**src/rtl/aes_avl_pkg.sv**
```systemverilog
`default_nettype none
// ============================================================================
// Module   : aes_avl_pkg
// Brief    : Shared state encoding, CTRL/STATUS bit indices and map helpers
//            for the Avalon AES register bank.
// Revision : 1.0 - initial release
// ============================================================================
package aes_avl_pkg;

    typedef enum logic [1:0] {
        ST_IDLE = 2'd0,
        ST_RUN  = 2'd1,
        ST_DONE = 2'd2
    } aes_state_t;

    localparam int c_CTRL_START   = 0;
    localparam int c_CTRL_CLEAR   = 1;
    localparam int c_CTRL_IRQ_EN  = 2;

    localparam int c_STAT_DONE    = 0;
    localparam int c_STAT_BUSY    = 1;
    localparam int c_STAT_WR_ERR  = 2;
    localparam int c_STAT_TIMEOUT = 3;

    // CTRL and STATUS occupy the top two words of the address space.
    function automatic int ctrl_addr(input int addr_w);
        return (1 << addr_w) - 2;
    endfunction

    function automatic int status_addr(input int addr_w);
        return (1 << addr_w) - 1;
    endfunction

endpackage
`default_nettype wire

```
**src/rtl/aes_avl_ctrl_fsm.sv**
```systemverilog
`default_nettype none
// ============================================================================
// Module   : aes_avl_ctrl_fsm
// Brief    : IDLE/RUN/DONE control FSM with RUN-cycle timeout counter.
// Revision : 1.0 - initial release
// ============================================================================
module aes_avl_ctrl_fsm
    import aes_avl_pkg::*;
#(
    parameter int TIMEOUT_CYCLES = 1024
)
(
    input  logic       clk,
    input  logic       rst_n,
    input  logic       i_start,
    input  logic       i_clear,
    input  logic       i_done,
    output aes_state_t o_state,
    output logic       o_aes_start,
    output logic       o_capture,
    output logic       o_timeout
);

    localparam int c_CNT_W = (TIMEOUT_CYCLES > 1) ? $clog2(TIMEOUT_CYCLES) : 1;

    aes_state_t         r_state;
    aes_state_t         w_next_state;
    logic [c_CNT_W-1:0] r_cnt;
    logic [c_CNT_W-1:0] w_next_cnt;
    logic               r_timeout;
    logic               w_next_timeout;
    logic               w_to_hit;

    generate
        if (TIMEOUT_CYCLES > 0) begin : g_to_en
            localparam logic [c_CNT_W-1:0] c_TO_LAST = c_CNT_W'(TIMEOUT_CYCLES - 1);
            assign w_to_hit = (r_cnt == c_TO_LAST);
        end else begin : g_to_dis
            assign w_to_hit = 1'b0;
        end
    endgenerate

    always_ff @(posedge clk or negedge rst_n) begin
        if (!rst_n) begin
            r_state   <= ST_IDLE;
            r_cnt     <= '0;
            r_timeout <= 1'b0;
        end else begin
            r_state   <= w_next_state;
            r_cnt     <= w_next_cnt;
            r_timeout <= w_next_timeout;
        end
    end

    // A completion on the same cycle as the timeout hit takes precedence.
    always_comb begin
        w_next_state   = r_state;
        w_next_cnt     = r_cnt;
        w_next_timeout = r_timeout;
        case (r_state)
            ST_IDLE: begin
                if (i_start) begin
                    w_next_state   = ST_RUN;
                    w_next_cnt     = '0;
                    w_next_timeout = 1'b0;
                end
            end
            ST_RUN: begin
                w_next_cnt = r_cnt + 1'b1;
                if (i_done) begin
                    w_next_state = ST_DONE;
                end else if (w_to_hit) begin
                    w_next_state   = ST_DONE;
                    w_next_timeout = 1'b1;
                end
            end
            ST_DONE: begin
                if (i_start) begin
                    w_next_state   = ST_RUN;
                    w_next_cnt     = '0;
                    w_next_timeout = 1'b0;
                end else if (i_clear) begin
                    w_next_state   = ST_IDLE;
                    w_next_timeout = 1'b0;
                end
            end
            default: w_next_state = ST_IDLE;
        endcase
    end

    always_comb begin
        o_state     = r_state;
        o_aes_start = (r_state == ST_RUN);
        o_capture   = (r_state == ST_RUN) && i_done;
        o_timeout   = r_timeout;
    end

endmodule
`default_nettype wire

```
**src/rtl/avalon_aes_regbank.sv**
```systemverilog
`default_nettype none
// ============================================================================
// Module   : avalon_aes_regbank
// Brief    : Avalon-MM register bank for the AES decryption core: key/ENC/DEC
//            words, CTRL/STATUS, timeout; optional IRQ under AES_IRQ_EN.
// Revision : 1.0 - initial release
// ============================================================================
module avalon_aes_regbank
    import aes_avl_pkg::*;
#(
    parameter int DATA_W         = 32,
    parameter int KEY_WORDS      = 4,
    parameter int MSG_WORDS      = 4,
    parameter int ADDR_W         = 4,
    parameter int TIMEOUT_CYCLES = 1024
)
(
    input  logic                          CLK,
    input  logic                          RESET_N,
    input  logic                          AVL_READ,
    input  logic                          AVL_WRITE,
    input  logic                          AVL_CS,
    input  logic [DATA_W/8-1:0]           AVL_BYTE_EN,
    input  logic [ADDR_W-1:0]             AVL_ADDR,
    input  logic [DATA_W-1:0]             AVL_WRITEDATA,
    output logic [DATA_W-1:0]             AVL_READDATA,
    output logic                          AVL_IRQ,
    output logic                          AES_START,
    input  logic                          AES_DONE,
    output logic [KEY_WORDS*DATA_W-1:0]   AES_KEY,
    output logic [MSG_WORDS*DATA_W-1:0]   AES_MSG_ENC,
    input  logic [MSG_WORDS*DATA_W-1:0]   AES_MSG_DEC,
    output logic [DATA_W-1:0]             EXPORT_DATA
);

    localparam int                c_BYTES     = DATA_W / 8;
    localparam logic [ADDR_W-1:0] c_ENC_BASE  = ADDR_W'(KEY_WORDS);
    localparam logic [ADDR_W-1:0] c_DEC_BASE  = ADDR_W'(KEY_WORDS + MSG_WORDS);
    localparam logic [ADDR_W-1:0] c_CTRL_ADDR = ADDR_W'(ctrl_addr(ADDR_W));
    localparam logic [ADDR_W-1:0] c_STAT_ADDR = ADDR_W'(status_addr(ADDR_W));

    logic [DATA_W-1:0] r_key [KEY_WORDS];
    logic [DATA_W-1:0] r_enc [MSG_WORDS];
    logic [DATA_W-1:0] r_dec [MSG_WORDS];
    logic [DATA_W-1:0] r_readdata;
    logic [DATA_W-1:0] w_rd_data;
    logic [DATA_W-1:0] w_be_mask;
    logic              r_done;
    logic              r_wr_err;
    logic              w_irq_en_rd;
    aes_state_t        w_state;
    logic              w_capture;
    logic              w_timeout;
    logic              w_busy;
    logic              w_wr;
    logic              w_hit_key;
    logic              w_hit_enc;
    logic              w_ctrl_wr;
    logic              w_start_req;
    logic              w_start;
    logic              w_clear;
    logic              w_wr_drop;
    logic              w_data_we;

    always_comb begin
        w_be_mask = '0;
        for (int b = 0; b < c_BYTES; b++) begin
            w_be_mask[b*8 +: 8] = {8{AVL_BYTE_EN[b]}};
        end
    end

    assign w_wr        = AVL_CS && AVL_WRITE;
    assign w_busy      = (w_state == ST_RUN);
    assign w_hit_key   = (AVL_ADDR < c_ENC_BASE);
    assign w_hit_enc   = (AVL_ADDR >= c_ENC_BASE) && (AVL_ADDR < c_DEC_BASE);
    assign w_ctrl_wr   = w_wr && (AVL_ADDR == c_CTRL_ADDR) && AVL_BYTE_EN[0];
    assign w_start_req = w_ctrl_wr && AVL_WRITEDATA[c_CTRL_START];
    assign w_start     = w_start_req && !w_busy;
    // START in the same write suppresses CLEAR entirely.
    assign w_clear     = w_ctrl_wr && AVL_WRITEDATA[c_CTRL_CLEAR] && !AVL_WRITEDATA[c_CTRL_START];
    assign w_wr_drop   = w_busy && w_wr && (w_hit_key || w_hit_enc || w_start_req);
    assign w_data_we   = w_wr && !w_busy;

    aes_avl_ctrl_fsm #(
        .TIMEOUT_CYCLES (TIMEOUT_CYCLES)
    ) u_ctrl_fsm (
        .clk         (CLK),
        .rst_n       (RESET_N),
        .i_start     (w_start),
        .i_clear     (w_clear),
        .i_done      (AES_DONE),
        .o_state     (w_state),
        .o_aes_start (AES_START),
        .o_capture   (w_capture),
        .o_timeout   (w_timeout)
    );

    always_ff @(posedge CLK or negedge RESET_N) begin
        if (!RESET_N) begin
            for (int i = 0; i < KEY_WORDS; i++) r_key[i] <= '0;
            for (int i = 0; i < MSG_WORDS; i++) r_enc[i] <= '0;
            for (int i = 0; i < MSG_WORDS; i++) r_dec[i] <= '0;
        end else begin
            for (int i = 0; i < KEY_WORDS; i++) begin
                if (w_data_we && (AVL_ADDR == ADDR_W'(i)))
                    r_key[i] <= (r_key[i] & ~w_be_mask) | (AVL_WRITEDATA & w_be_mask);
            end
            for (int i = 0; i < MSG_WORDS; i++) begin
                if (w_data_we && (AVL_ADDR == ADDR_W'(i + KEY_WORDS)))
                    r_enc[i] <= (r_enc[i] & ~w_be_mask) | (AVL_WRITEDATA & w_be_mask);
            end
            if (w_capture) begin
                for (int i = 0; i < MSG_WORDS; i++)
                    r_dec[i] <= AES_MSG_DEC[(MSG_WORDS-1-i)*DATA_W +: DATA_W];
            end
        end
    end

    always_ff @(posedge CLK or negedge RESET_N) begin
        if (!RESET_N) begin
            r_done   <= 1'b0;
            r_wr_err <= 1'b0;
        end else begin
            if (w_capture)
                r_done <= 1'b1;
            else if (w_start || w_clear)
                r_done <= 1'b0;
            if (w_wr_drop)
                r_wr_err <= 1'b1;
            else if (w_clear)
                r_wr_err <= 1'b0;
        end
    end

`ifdef AES_IRQ_EN
    logic r_irq_en;
    logic r_irq;

    always_ff @(posedge CLK or negedge RESET_N) begin
        if (!RESET_N) begin
            r_irq_en <= 1'b0;
            r_irq    <= 1'b0;
        end else begin
            if (w_ctrl_wr)
                r_irq_en <= AVL_WRITEDATA[c_CTRL_IRQ_EN];
            r_irq <= (r_done || w_timeout) && r_irq_en;
        end
    end

    assign AVL_IRQ     = r_irq;
    assign w_irq_en_rd = r_irq_en;
`else
    assign AVL_IRQ     = 1'b0;
    assign w_irq_en_rd = 1'b0;
`endif

    always_comb begin
        w_rd_data = '0;
        for (int i = 0; i < KEY_WORDS; i++)
            if (AVL_ADDR == ADDR_W'(i)) w_rd_data = r_key[i];
        for (int i = 0; i < MSG_WORDS; i++)
            if (AVL_ADDR == ADDR_W'(i + KEY_WORDS)) w_rd_data = r_enc[i];
        for (int i = 0; i < MSG_WORDS; i++)
            if (AVL_ADDR == ADDR_W'(i + KEY_WORDS + MSG_WORDS)) w_rd_data = r_dec[i];
        if (AVL_ADDR == c_CTRL_ADDR)
            w_rd_data[c_CTRL_IRQ_EN] = w_irq_en_rd;
        if (AVL_ADDR == c_STAT_ADDR) begin
            w_rd_data[c_STAT_DONE]    = r_done;
            w_rd_data[c_STAT_BUSY]    = w_busy;
            w_rd_data[c_STAT_WR_ERR]  = r_wr_err;
            w_rd_data[c_STAT_TIMEOUT] = w_timeout;
        end
    end

    always_ff @(posedge CLK or negedge RESET_N) begin
        if (!RESET_N)
            r_readdata <= '0;
        else
            r_readdata <= (AVL_CS && AVL_READ) ? w_rd_data : '0;
    end

    assign AVL_READDATA = r_readdata;

    generate
        for (genvar i = 0; i < KEY_WORDS; i++) begin : g_key_out
            assign AES_KEY[(KEY_WORDS-1-i)*DATA_W +: DATA_W] = r_key[i];
        end
        for (genvar i = 0; i < MSG_WORDS; i++) begin : g_enc_out
            assign AES_MSG_ENC[(MSG_WORDS-1-i)*DATA_W +: DATA_W] = r_enc[i];
        end
    endgenerate

    assign EXPORT_DATA = {r_key[0][DATA_W-1 -: DATA_W/2], r_key[KEY_WORDS-1][DATA_W/2-1:0]};

endmodule
`default_nettype wire
```
**config.mk**
```make
export PLATFORM = sky130hd
export DESIGN_NAME = avalon_aes_regbank
export DESIGN_NICKNAME = d
export VERILOG_FILES = /design/src/rtl/aes_avl_pkg.sv /design/src/rtl/aes_avl_ctrl_fsm.sv /design/src/rtl/avalon_aes_regbank.sv
export SDC_FILE = /design/constraint.sdc
export NUM_CORES = 1
export LEC_CHECK = 0
export ABC_AREA = 1
export ABC_CLOCK_PERIOD_IN_PS = 2400
export CAP_MARGIN = 20
export CORE_MARGIN = 4
export CORE_UTILIZATION = 33
export DETAILED_ROUTE_END_ITERATION = 6
export GPL_ROUTABILITY_DRIVEN = 1
export PLACE_DENSITY_LB_ADDON = 0.12
export SYNTH_ARGS = -nofsm -noshare
export SYNTH_HDL_FRONTEND = slang
export SYNTH_SLANG_ARGS = --single-unit
```
**constraint.sdc**
```tcl
create_clock -name CLK -period 2.4 [get_ports CLK]
set_clock_uncertainty 0.15 [all_clocks]
set_input_delay 0.24 -clock CLK [delete_from_list [all_inputs] [get_ports CLK]]
set_output_delay 0.24 -clock CLK [all_outputs]
set_load 0.005 [all_outputs]
```
==> impl_metrics.toml <==
[run]
maxCapViolations = 0

[clocking]
tritoncts = "built"
cts.path.max_buffers = 3
cts_root_buf = "clkbuf_16"
cts_setup_buffers = 0
cts_sinks = 431
clk_pin_slew_worst_paths_ps = 60
numCtsBuffers = 49
htreeDepth = 2
clk_latency_ps = 590

[power_and_ir_drop]
irDropWorstVdd_mv = 0.616
p_per_area_nw_per_um2 = 838
p_leak_nw = 13.2

[placement]
dp_cells = 3594
pre_cts_ws_ps = -555
place.port_buffers = 494
gp_congestion = 0.849
place_area_um2 = 26000
hpwl_um = 59000

[layout]
finalInstanceArea_um2 = 27800
fin_cells = 3688
drive_above_1_share = 0.105
area_growth_pct = 45.3
final_common_cell = "nand2_1"
final_cell_mix = "nand2_1, clkdlybuf4s50_1, dfrtp_1"
nets = 3059
fin_util = 0.483

[grt]
use_met2 = 0.415
grt_max_degree = 83
antenna_found_initial = 2
grt_pass1_vias = 18000
gr-usage-met3 = 0.0422
gr-usage-all-layers = 0.244
grt.met1_usage = 0.319
overflow = 0
grt_pass1_wl_um = 117000
grt_busiest_layer = "met2"

[sta]
fin_setup_tns_ps = 0
tightest_slew_ps = 891
final_hold_viol_count = 0
max_clock_freq_mhz = 437
slew_viol_final = 0
finalCritPeriodShare = 0.953
setup-violations-final = 0
max_slew_margin = 0.405
rsz0062_at_grt = "false"
final.min_clock_period_ps = 2290
setup_ws_ps = 113

[synth]
synthesis.area_um2 = 19200
synthArstFlopShare = 1.00
syn_nets = 2501
synth_seq_cells = 431
synth_flop_cell = "dfrtp_1"
synth_cell_types = 36
synth-edff-count = 0
synth.yosys.seq_area_share = 0.563
avgSynthCellArea_um2 = 8.24
synthCells = 2326
yosys_warnings = 0

[floorplanning]
core_area_um2 = 57600
initial_core_util = 0.333
num_io_pins = 496
fp.dieArea_um2 = 62000
die_w_um = 249
num_rows = 88
die_h_um = 249

[status]
status = "complete, no violations"

[critical_path]
crit_required_ps = 2720
cp-start-kind = "input port"
critPathCaptureType = "register"
critPathMaxFanout = 22
worstSetupPathType = "in2reg"
cp_data_arrival_time_ps = 2600
rrSetupSlack_ps = 240

[routing]
post_drt_wl_per_cell_um = 21.2
viasPerCell = 4.86
drcViolationCount = 0
first_pass_iters = 6
vias = 17900
ant_nets = 0
first_iter_violations = 1562
drt_wl_total_um = 78100

[worst_hold_path]
hold_class = "in2reg"
worst paths after layout:
path | start | endpoint | depth (start not counted)
worst max-delay path | AVL_ADDR[3] | AVL_READDATA[15] | 12
max in group asynchronous | RESET_N | r_dec[20] | 4
worst min-delay path | AES_MSG_DEC[10] | r_dec[10] | 3
worst max register to register | u_ctrl_fsm.o_state[0] | register | 9
worst min register to register | r_dec[31] | r_dec[31] | 2
min in group asynchronous | RESET_N | async pin | 3
cell type report:
class                      instances  area (um2)
antenna                            2        5.00
clock buffer                      69        1440
clock inverter                    19         329
fill                            5470       29700
inverter                         143         539
multi-input combinational       1617        7130
sequential                       431       10800
tap                              765         957
timing repair buffer             642        6650
synth_stat cells (2+ instances only):
library cell / count / area [um2]
nand2_1: 1011 / 3790
nor2_1: 51 / 191
or2_2: 19 / 119
buf_1: 3 / 11.3
or2_1: 5 / 31.3
dfrtp_1: 431 / 10800
nand3_2: 3 / 30.0
nand4_1: 56 / 350
clkbuf_1: 40 / 150
o21ai_0: 262 / 1310
buf_6: 4 / 45.0
nand2_2: 11 / 68.8
buf_4: 37 / 278
inv_2: 11 / 41.3
inv_1: 132 / 495
nor2_2: 8 / 50.1
nor2_4: 11 / 124
buf_2: 53 / 265
nand3_1: 35 / 175
a21oi_1: 78 / 390
nand3b_1: 4 / 30.0
o21ai_1: 40 / 200
nor3_4: 2 / 32.5
nand2_4: 7 / 78.8
worst max-delay path, cell delays in order:
cell             delay, ps
clkdlybuf4s50_1        610
inv_2                   90
nand2_4                170
buf_4                  190
nor2_4                  60
buf_12                 170
a21oi_1                220
nand4_1                200
nor2_1                 280
nand4_1                160
nor2_1                 120
nor2_1                  60
metal layers:
layer | wire length, um | share of wire | vias up
li1 | - | - | 8492
met4 | 2240 | 0.029 | 0
met3 | 4340 | 0.056 | 105
met5 | 0 | 0 | -
met1 | 33100 | 0.42 | 8752
met2 | 38400 | 0.49 | 559
power breakdown:
group | internal [mW] | switching (mW)
registers | 9.01 | 1.38
logic | 2.50 | 2.18
clock network | 5.14 | 3.13
total | 16.6 | 6.69
cell families (layout without fill, tap and decap cells):
| group | Yosys count | count (layout) | synth area share |
|---|---|---|---|
| other | 1 | 3 | 0.000196 |
| buffers and inverters | 280 | 873 | 0.0671 |
| XOR/XNOR | 2 | 2 | 0.000914 |
| flip-flops | 431 | 431 | 0.563 |
| adder cells (fa/ha/maj) | 1 | 1 | 0.000653 |
| AND/OR/NAND/NOR | 1224 | 1226 | 0.266 |
| AO/OA/AOI/OAI | 387 | 387 | 0.102 |
what timing repair did:
action	CTS	global route
hold buffers	2	0
hold endpoints to repair	369	0
endpoints found under the setup margin	0	3
gates resized for setup	0	0
through the flow:
step	power (mW)	hold slack (ps)
after global placement	15.1	15.6
after detailed placement	15.2	15.1
after floorplan	12.0	-206
final	23.3	44.1
after global routing	24.5	40.8
after CTS	23.6	11.1
No activity file was read; power rests on OpenSTA's default activity.
